===== src/rtl/video_rx_capture.sv =====
// Video receive capture: measures line/frame timing of an HS/VS/BLANK/RGB stream,
// locks onto the expected active geometry and pushes active pixels into a FIFO.
module video_rx_capture #(
  parameter int HDISP = 800,
  parameter int VDISP = 480,
  parameter int CNT_W = 12
) (
  input  logic             pixel_clk,
  input  logic             pixel_rst,
  input  logic             vid_hs,
  input  logic             vid_vs,
  input  logic             vid_blank,
  input  logic [23:0]      vid_rgb,
  output logic             pix_write,
  output logic [31:0]      pix_wdata,
  input  logic             pix_wfull,
  output logic             locked,
  output logic             frame_start,
  output logic [CNT_W-1:0] h_total,
  output logic [CNT_W-1:0] v_total,
  output logic             err_hsize,
  output logic             err_vsize,
  output logic             err_ovf
);

  typedef enum logic [1:0] {
    SEARCH  = 2'd0,
    MEASURE = 2'd1,
    LOCKED  = 2'd2
  } state_t;

  localparam logic [CNT_W-1:0] HDISP_C = CNT_W'(HDISP);
  localparam logic [CNT_W-1:0] VDISP_C = CNT_W'(VDISP);
  localparam logic [CNT_W-1:0] EOL_C   = CNT_W'(HDISP - 1);
  localparam logic [CNT_W-1:0] ZERO_C  = CNT_W'(0);
  localparam logic [CNT_W-1:0] ONE_C   = CNT_W'(1);

  function automatic logic [CNT_W-1:0] sat_inc(input logic [CNT_W-1:0] v);
    if (&v) return v;
    else    return v + ONE_C;
  endfunction

  logic             s1_hs_r, s1_vs_r, s1_blank_r;
  logic [23:0]      s1_rgb_r;
  logic             s2_hs_r, s2_vs_r, s2_blank_r;
  logic [CNT_W-1:0] hcnt_r, xcnt_r, ycnt_r, vcnt_r;
  logic [CNT_W-1:0] h_total_r, v_total_r;
  state_t           state_r, state_next_s;
  logic             skip_r, sof_pend_r;
  logic             pix_write_r, locked_r, frame_start_r;
  logic [31:0]      pix_wdata_r;
  logic             err_hsize_r, err_vsize_r, err_ovf_r;

  logic             hs_fall_s, vs_fall_s, blank_fall_s;
  logic             line_end_s, run_bad_s, frame_bad_s;
  logic [CNT_W-1:0] ycnt_eff_s, vcnt_eff_s;
  logic             skip_eff_s, sof_s, eol_s;
  logic             write_s, ovf_s, hsize_err_s, vsize_err_s;

  assign hs_fall_s    = s2_hs_r & ~s1_hs_r;
  assign vs_fall_s    = s2_vs_r & ~s1_vs_r;
  assign blank_fall_s = s2_blank_r & ~s1_blank_r;

  // A line closing on the same cycle as VS fall still counts toward this frame.
  assign line_end_s  = blank_fall_s & (xcnt_r != ZERO_C);
  assign run_bad_s   = blank_fall_s & (xcnt_r != HDISP_C);
  assign ycnt_eff_s  = line_end_s ? sat_inc(ycnt_r) : ycnt_r;
  assign frame_bad_s = vs_fall_s & (ycnt_eff_s != VDISP_C);
  assign vcnt_eff_s  = hs_fall_s ? sat_inc(vcnt_r) : vcnt_r;

  assign skip_eff_s = skip_r & ~vs_fall_s;
  assign sof_s      = sof_pend_r | vs_fall_s;
  assign eol_s      = (xcnt_r == EOL_C);

  // Next state, write strobe and error events.
  always_comb begin
    state_next_s = state_r;
    write_s      = 1'b0;
    ovf_s        = 1'b0;
    hsize_err_s  = 1'b0;
    vsize_err_s  = 1'b0;
    case (state_r)
      SEARCH: begin
        if (vs_fall_s) state_next_s = MEASURE;
        else           state_next_s = SEARCH;
      end
      MEASURE: begin
        if (run_bad_s)                      state_next_s = SEARCH;
        else if (vs_fall_s && !frame_bad_s) state_next_s = LOCKED;
        else                                state_next_s = MEASURE;
      end
      LOCKED: begin
        ovf_s   = s1_blank_r & pix_wfull;
        write_s = s1_blank_r & ~pix_wfull & ~skip_eff_s;
        if (run_bad_s) begin
          hsize_err_s  = 1'b1;
          state_next_s = SEARCH;
        end else if (frame_bad_s) begin
          vsize_err_s  = 1'b1;
          state_next_s = SEARCH;
        end else begin
          state_next_s = LOCKED;
        end
      end
      default: state_next_s = SEARCH;
    endcase
  end

  // Input synchronisation stages, counters, state and output registers.
  always_ff @(posedge pixel_clk or posedge pixel_rst) begin
    if (pixel_rst) begin
      s1_hs_r       <= 1'b1;
      s1_vs_r       <= 1'b1;
      s1_blank_r    <= 1'b0;
      s1_rgb_r      <= 24'd0;
      s2_hs_r       <= 1'b1;
      s2_vs_r       <= 1'b1;
      s2_blank_r    <= 1'b0;
      hcnt_r        <= ZERO_C;
      xcnt_r        <= ZERO_C;
      ycnt_r        <= ZERO_C;
      vcnt_r        <= ZERO_C;
      h_total_r     <= ZERO_C;
      v_total_r     <= ZERO_C;
      state_r       <= SEARCH;
      skip_r        <= 1'b0;
      sof_pend_r    <= 1'b0;
      pix_write_r   <= 1'b0;
      pix_wdata_r   <= 32'd0;
      locked_r      <= 1'b0;
      frame_start_r <= 1'b0;
      err_hsize_r   <= 1'b0;
      err_vsize_r   <= 1'b0;
      err_ovf_r     <= 1'b0;
    end else begin
      s1_hs_r    <= vid_hs;
      s1_vs_r    <= vid_vs;
      s1_blank_r <= vid_blank;
      s1_rgb_r   <= vid_rgb;
      s2_hs_r    <= s1_hs_r;
      s2_vs_r    <= s1_vs_r;
      s2_blank_r <= s1_blank_r;

      // hcnt restarts at 1 so that h_total is the full edge-to-edge period.
      if (hs_fall_s) begin
        h_total_r <= hcnt_r;
        hcnt_r    <= ONE_C;
        xcnt_r    <= s1_blank_r ? ONE_C : ZERO_C;
      end else begin
        hcnt_r    <= sat_inc(hcnt_r);
        xcnt_r    <= s1_blank_r ? sat_inc(xcnt_r) : xcnt_r;
      end

      if (vs_fall_s) begin
        v_total_r <= vcnt_eff_s;
        vcnt_r    <= ZERO_C;
        ycnt_r    <= ZERO_C;
      end else begin
        vcnt_r    <= vcnt_eff_s;
        ycnt_r    <= ycnt_eff_s;
      end

      if (ovf_s)          skip_r <= 1'b1;
      else if (vs_fall_s) skip_r <= 1'b0;
      else                skip_r <= skip_r;

      if (vs_fall_s)       sof_pend_r <= ~s1_blank_r;
      else if (s1_blank_r) sof_pend_r <= 1'b0;
      else                 sof_pend_r <= sof_pend_r;

      state_r       <= state_next_s;
      locked_r      <= (state_next_s == LOCKED);
      frame_start_r <= vs_fall_s;
      pix_write_r   <= write_s;
      if (write_s) pix_wdata_r <= {6'd0, sof_s, eol_s, s1_rgb_r};
      else         pix_wdata_r <= pix_wdata_r;

      err_hsize_r <= err_hsize_r | hsize_err_s;
      err_vsize_r <= err_vsize_r | vsize_err_s;
      err_ovf_r   <= err_ovf_r | ovf_s;
    end
  end

  assign pix_write   = pix_write_r;
  assign pix_wdata   = pix_wdata_r;
  assign locked      = locked_r;
  assign frame_start = frame_start_r;
  assign h_total     = h_total_r;
  assign v_total     = v_total_r;
  assign err_hsize   = err_hsize_r;
  assign err_vsize   = err_vsize_r;
  assign err_ovf     = err_ovf_r;

endmodule


===== config.mk =====
export PLATFORM = sky130hd
export DESIGN_NAME = video_rx_capture
export DESIGN_NICKNAME = d
export VERILOG_FILES = /design/src/rtl/video_rx_capture.sv
export SDC_FILE = /design/constraint.sdc
export NUM_CORES = 1
export LEC_CHECK = 0
export ABC_AREA = 1
export BUFFER_PORTS_ARGS = -buffer_cell sky130_fd_sc_hd__buf_2
export CAP_MARGIN = 40
export CELL_PAD_IN_SITES_DETAIL_PLACEMENT = 1
export CELL_PAD_IN_SITES_GLOBAL_PLACEMENT = 2
export CORE_MARGIN = 1
export CORE_UTILIZATION = 38
export CTS_BUF_LIST = sky130_fd_sc_hd__clkbuf_4 sky130_fd_sc_hd__clkbuf_8
export CTS_CLUSTER_SIZE = 14
export DETAILED_ROUTE_END_ITERATION = 10
export GPL_TIMING_DRIVEN = 0
export PLACE_DENSITY_LB_ADDON = 0.1
export SYNTH_ARGS = -nofsm -noshare
export SYNTH_HDL_FRONTEND = slang
export SYNTH_SLANG_ARGS = --single-unit

===== constraint.sdc =====
create_clock -name pixel_clk -period 7.83 [get_ports pixel_clk]
set_input_delay 1.1745 -clock pixel_clk [delete_from_list [all_inputs] [get_ports pixel_clk]]
set_output_delay 1.1745 -clock pixel_clk [all_outputs]
set_load 0.02 [all_outputs]

==> impl_metrics.env <==
export IMPL_path_buf_inv=1
export IMPL_final_setup_skew_ns=0.0136
export IMPL_syn_inst=662
export IMPL_synthXorXnorAreaFrac=0.0134
export IMPL_nets=807
export IMPL_first_pass_iters=4
export IMPL_rows=45
export IMPL_end_kind="flip-flop"
export IMPL_die_h_um=127
export IMPL_routed_wl_mm=14.2
export IMPL_worst_pin_slew_ns=0.679
export IMPL_synth_edff_count=0
export IMPL_period_share=0.282
export IMPL_synth_top_family_by_area="simple AND/OR/NAND/NOR gates"
export IMPL_hold_buffers=0
export IMPL_cts_tree="done"
export IMPL_pin_count=92
export IMPL_cp_arrival_ns=2.56
export IMPL_h_tree_depth=4
export IMPL_cts_resized=0
export IMPL_numCtsBuffers=17
export IMPL_synth_adder_area_share=0.0106
export IMPL_hold_class="reg2reg"
export IMPL_vdd_drop_max_mv=0.153
export IMPL_die_area_um2=16000
export IMPL_worstSetupPathType="reg2reg"
export IMPL_postSynthAreaPerCell_um2=8.91
export IMPL_ys_seq_elements=138
export IMPL_drt_iter0_markers=177
export IMPL_drv_slew=0
export IMPL_p_sw_mw=0.613
export IMPL_cts_sinks=138
export IMPL_rsz0062_at_grt="no"
export IMPL_num_fill_cells=1805
export IMPL_die_w_um=127
export IMPL_dp_hpwl_mm=10.2
export IMPL_synth_seq_area_share=0.586
export IMPL_dr_total_vias=4736
export IMPL_ys_flop_type="dfrtp_1"
export IMPL_drive_above_1_share=0.205
export IMPL_p_per_area_nw_per_um2=261
export IMPL_seqPwrFrac=0.483
export IMPL_total_power_mw=1.82
export IMPL_cts_reportedPaths_clkPinSlew_ns=0.08
export IMPL_netSwitchingFraction=0.337
export IMPL_via_per_inst=4.86
export IMPL_gp_congestion=0.827
export IMPL_post_place_ws_ns=5.37
export IMPL_cts_root_buf="clkbuf_8"
export IMPL_synth_warning_count=0
export IMPL_hold_viol=0
export IMPL_drc=0
export IMPL_slew_headroom=0.547
export IMPL_place_area_um2=6610
export IMPL_crit_family="simple AND/OR/NAND/NOR gates"
export IMPL_wire_per_inst_um=14.6
export IMPL_cp_required_ns=8.18
export IMPL_power_internal_mw=1.21
export IMPL_overflow=0
export IMPL_tns_ns=0
export IMPL_clock_latency_ns=0.45
export IMPL_p_comb_frac=0.210
export IMPL_cpMaxStageDelayCell="dfrtp_1"
export IMPL_setup_violations=0
export IMPL_synth_simple_area_share=0.244
export IMPL_stdcell_area_um2=6990
export IMPL_slowest_delay_ns=0.48
export IMPL_drv_cap=0
export IMPL_clock_path_buffers=2
export IMPL_grt_pass1_wl_mm=24.1
export IMPL_portBuffers=85
export IMPL_leakagePower_nw=3.54
export IMPL_synth_mux_area_frac=0.00170
export IMPL_clock_power_share=0.307
export IMPL_grt_pass1_vias=4903
export IMPL_async_reset_ff_frac=1.00
export IMPL_synth_compound_area_share=0.0789
export IMPL_outcome="finished clean"
export IMPL_start_util=0.389
export IMPL_path_cells="ha_1, nand2_2, nor2_4, nand3_2, buf_6, nand2_1, o21ai_1, nor2_1, nand2_1, nor2_2, nand2_2, a21oi_1"
export IMPL_fin_crit_ns=2.21
export IMPL_coreArea_um2=15100
export IMPL_yosysUniqueCellTypes=39
export IMPL_syn_area_um2=5900
export IMPL_syn_to_final_growth_pct=18.5
export IMPL_grtUsageTotal=0.194
export IMPL_critPathMaxFanout=10
export IMPL_ant_nets=0
export IMPL_worst_slack_ns=5.62
export IMPL_timing_fmax_ghz=0.452
export IMPL_grt_max_degree=87
export IMPL_start_kind="flip-flop"
export IMPL_post_cts_buffers=0
export IMPL_antenna_found_initial=1
[path summary, 6_finish.rpt]
check                          start  slack (ns)           end  cells past startpoint
max in group asynchronous  pixel_rst        6.27       s2_vs_r                      3
min                          s1_hs_r        0.37       s2_hs_r                      0
max                        ycnt_r[0]        5.62        locked                     12
min reg2reg                  s1_hs_r        0.37       s2_hs_r                      0
min in group asynchronous  pixel_rst        0.76  pix_wdata[9]                      2
max reg2reg                ycnt_r[0]        5.62        locked                     12
[flip-flops by register name, indices dropped and copies added (netlist names), 2 cells and up]
register / flops
vcnt_r: 12
xcnt_r: 12
h_total: 12
ycnt_r: 12
state_r: 2
s1_rgb_r: 24
pix_wdata: 26
v_total: 12
hcnt_r: 12
[synthesized netlist by cell type (5+ instances only)]
cell type,n,area [um^2]
a21oi_1,24,120
buf_2,5,25.0
buf_4,6,45.0
clkbuf_1,9,33.8
dfrtp_1,134,3350
ha_1,5,62.6
inv_1,62,233
inv_2,5,18.8
nand2_1,193,724
nand3_1,36,180
nand4_1,8,50.1
nor2_1,57,214
nor2_2,6,37.5
nor3_1,15,75.1
o21ai_0,47,235
xor2_1,8,70.1
[power groups by stage]
| stage | Combinational [mW] | Clock (mW) | Sequential [mW] |
|---|---|---|---|
| floorplan | 0.164 | 0 | 0.975 |
| global placement | 0.377 | 0 | 0.891 |
| detailed placement | 0.389 | 0 | 0.895 |
| CTS | 0.391 | 0.577 | 0.882 |
| global route | 0.427 | 0.602 | 0.895 |
| finish | 0.382 | 0.559 | 0.881 |
[cell type report]
type	count	area, um^2	share of cell area
sequential	138	3460	0.495
multi-input combinational	439	2080	0.297
timing repair buffer	86	453	0.0648
inverter	68	260	0.0372
clock buffer	19	255	0.0365
tap	188	235	0.0337
buffer	22	126	0.0181
clock inverter	13	121	0.0174
antenna	1	2.50	0.000358
[cell usage in the layout, fill, tap and decap left out, drive strengths merged, types with 4 or more instances in the layout]
cell / count
nand2: 197
dfrtp: 134
buf: 99
inv: 70
nor2: 66
o21ai: 51
nand3: 39
clkbuf: 28
a21oi: 25
nor3: 17
nand4: 9
xor2: 8
clkinv: 8
conb: 6
ha: 5
a31oi: 4
dfstp: 4
[layer usage]
layer  share of wire  vias to the layer above  wire length [um]  track usage
met5               0                        -                 0            0
met4           0.014                        0               199       0.0652
met3           0.042                       19               589       0.0616
met2            0.50                       64              7090        0.320
met1            0.44                     2330              6310        0.240
li1                -                     2323                 -            -
[logic make-up after synthesis]
family	Yosys count
xor+xnor	9
compound gates	87
flops	138
mux	1
simple gates	331
buf+inv	90
fa+ha+maj	5
other cells	1
[through the flow]
step            util  hold WS (ns)  std cells
2_1_floorplan      -         0.354        667
3_3_place_gp   0.434         0.356        940
3_5_place_dp   0.436         0.359        941
4_1_cts        0.461         0.372        973
5_1_grt        0.461         0.380        973
6_report       0.461         0.370        974
No activity file was read; power rests on OpenSTA's default activity.
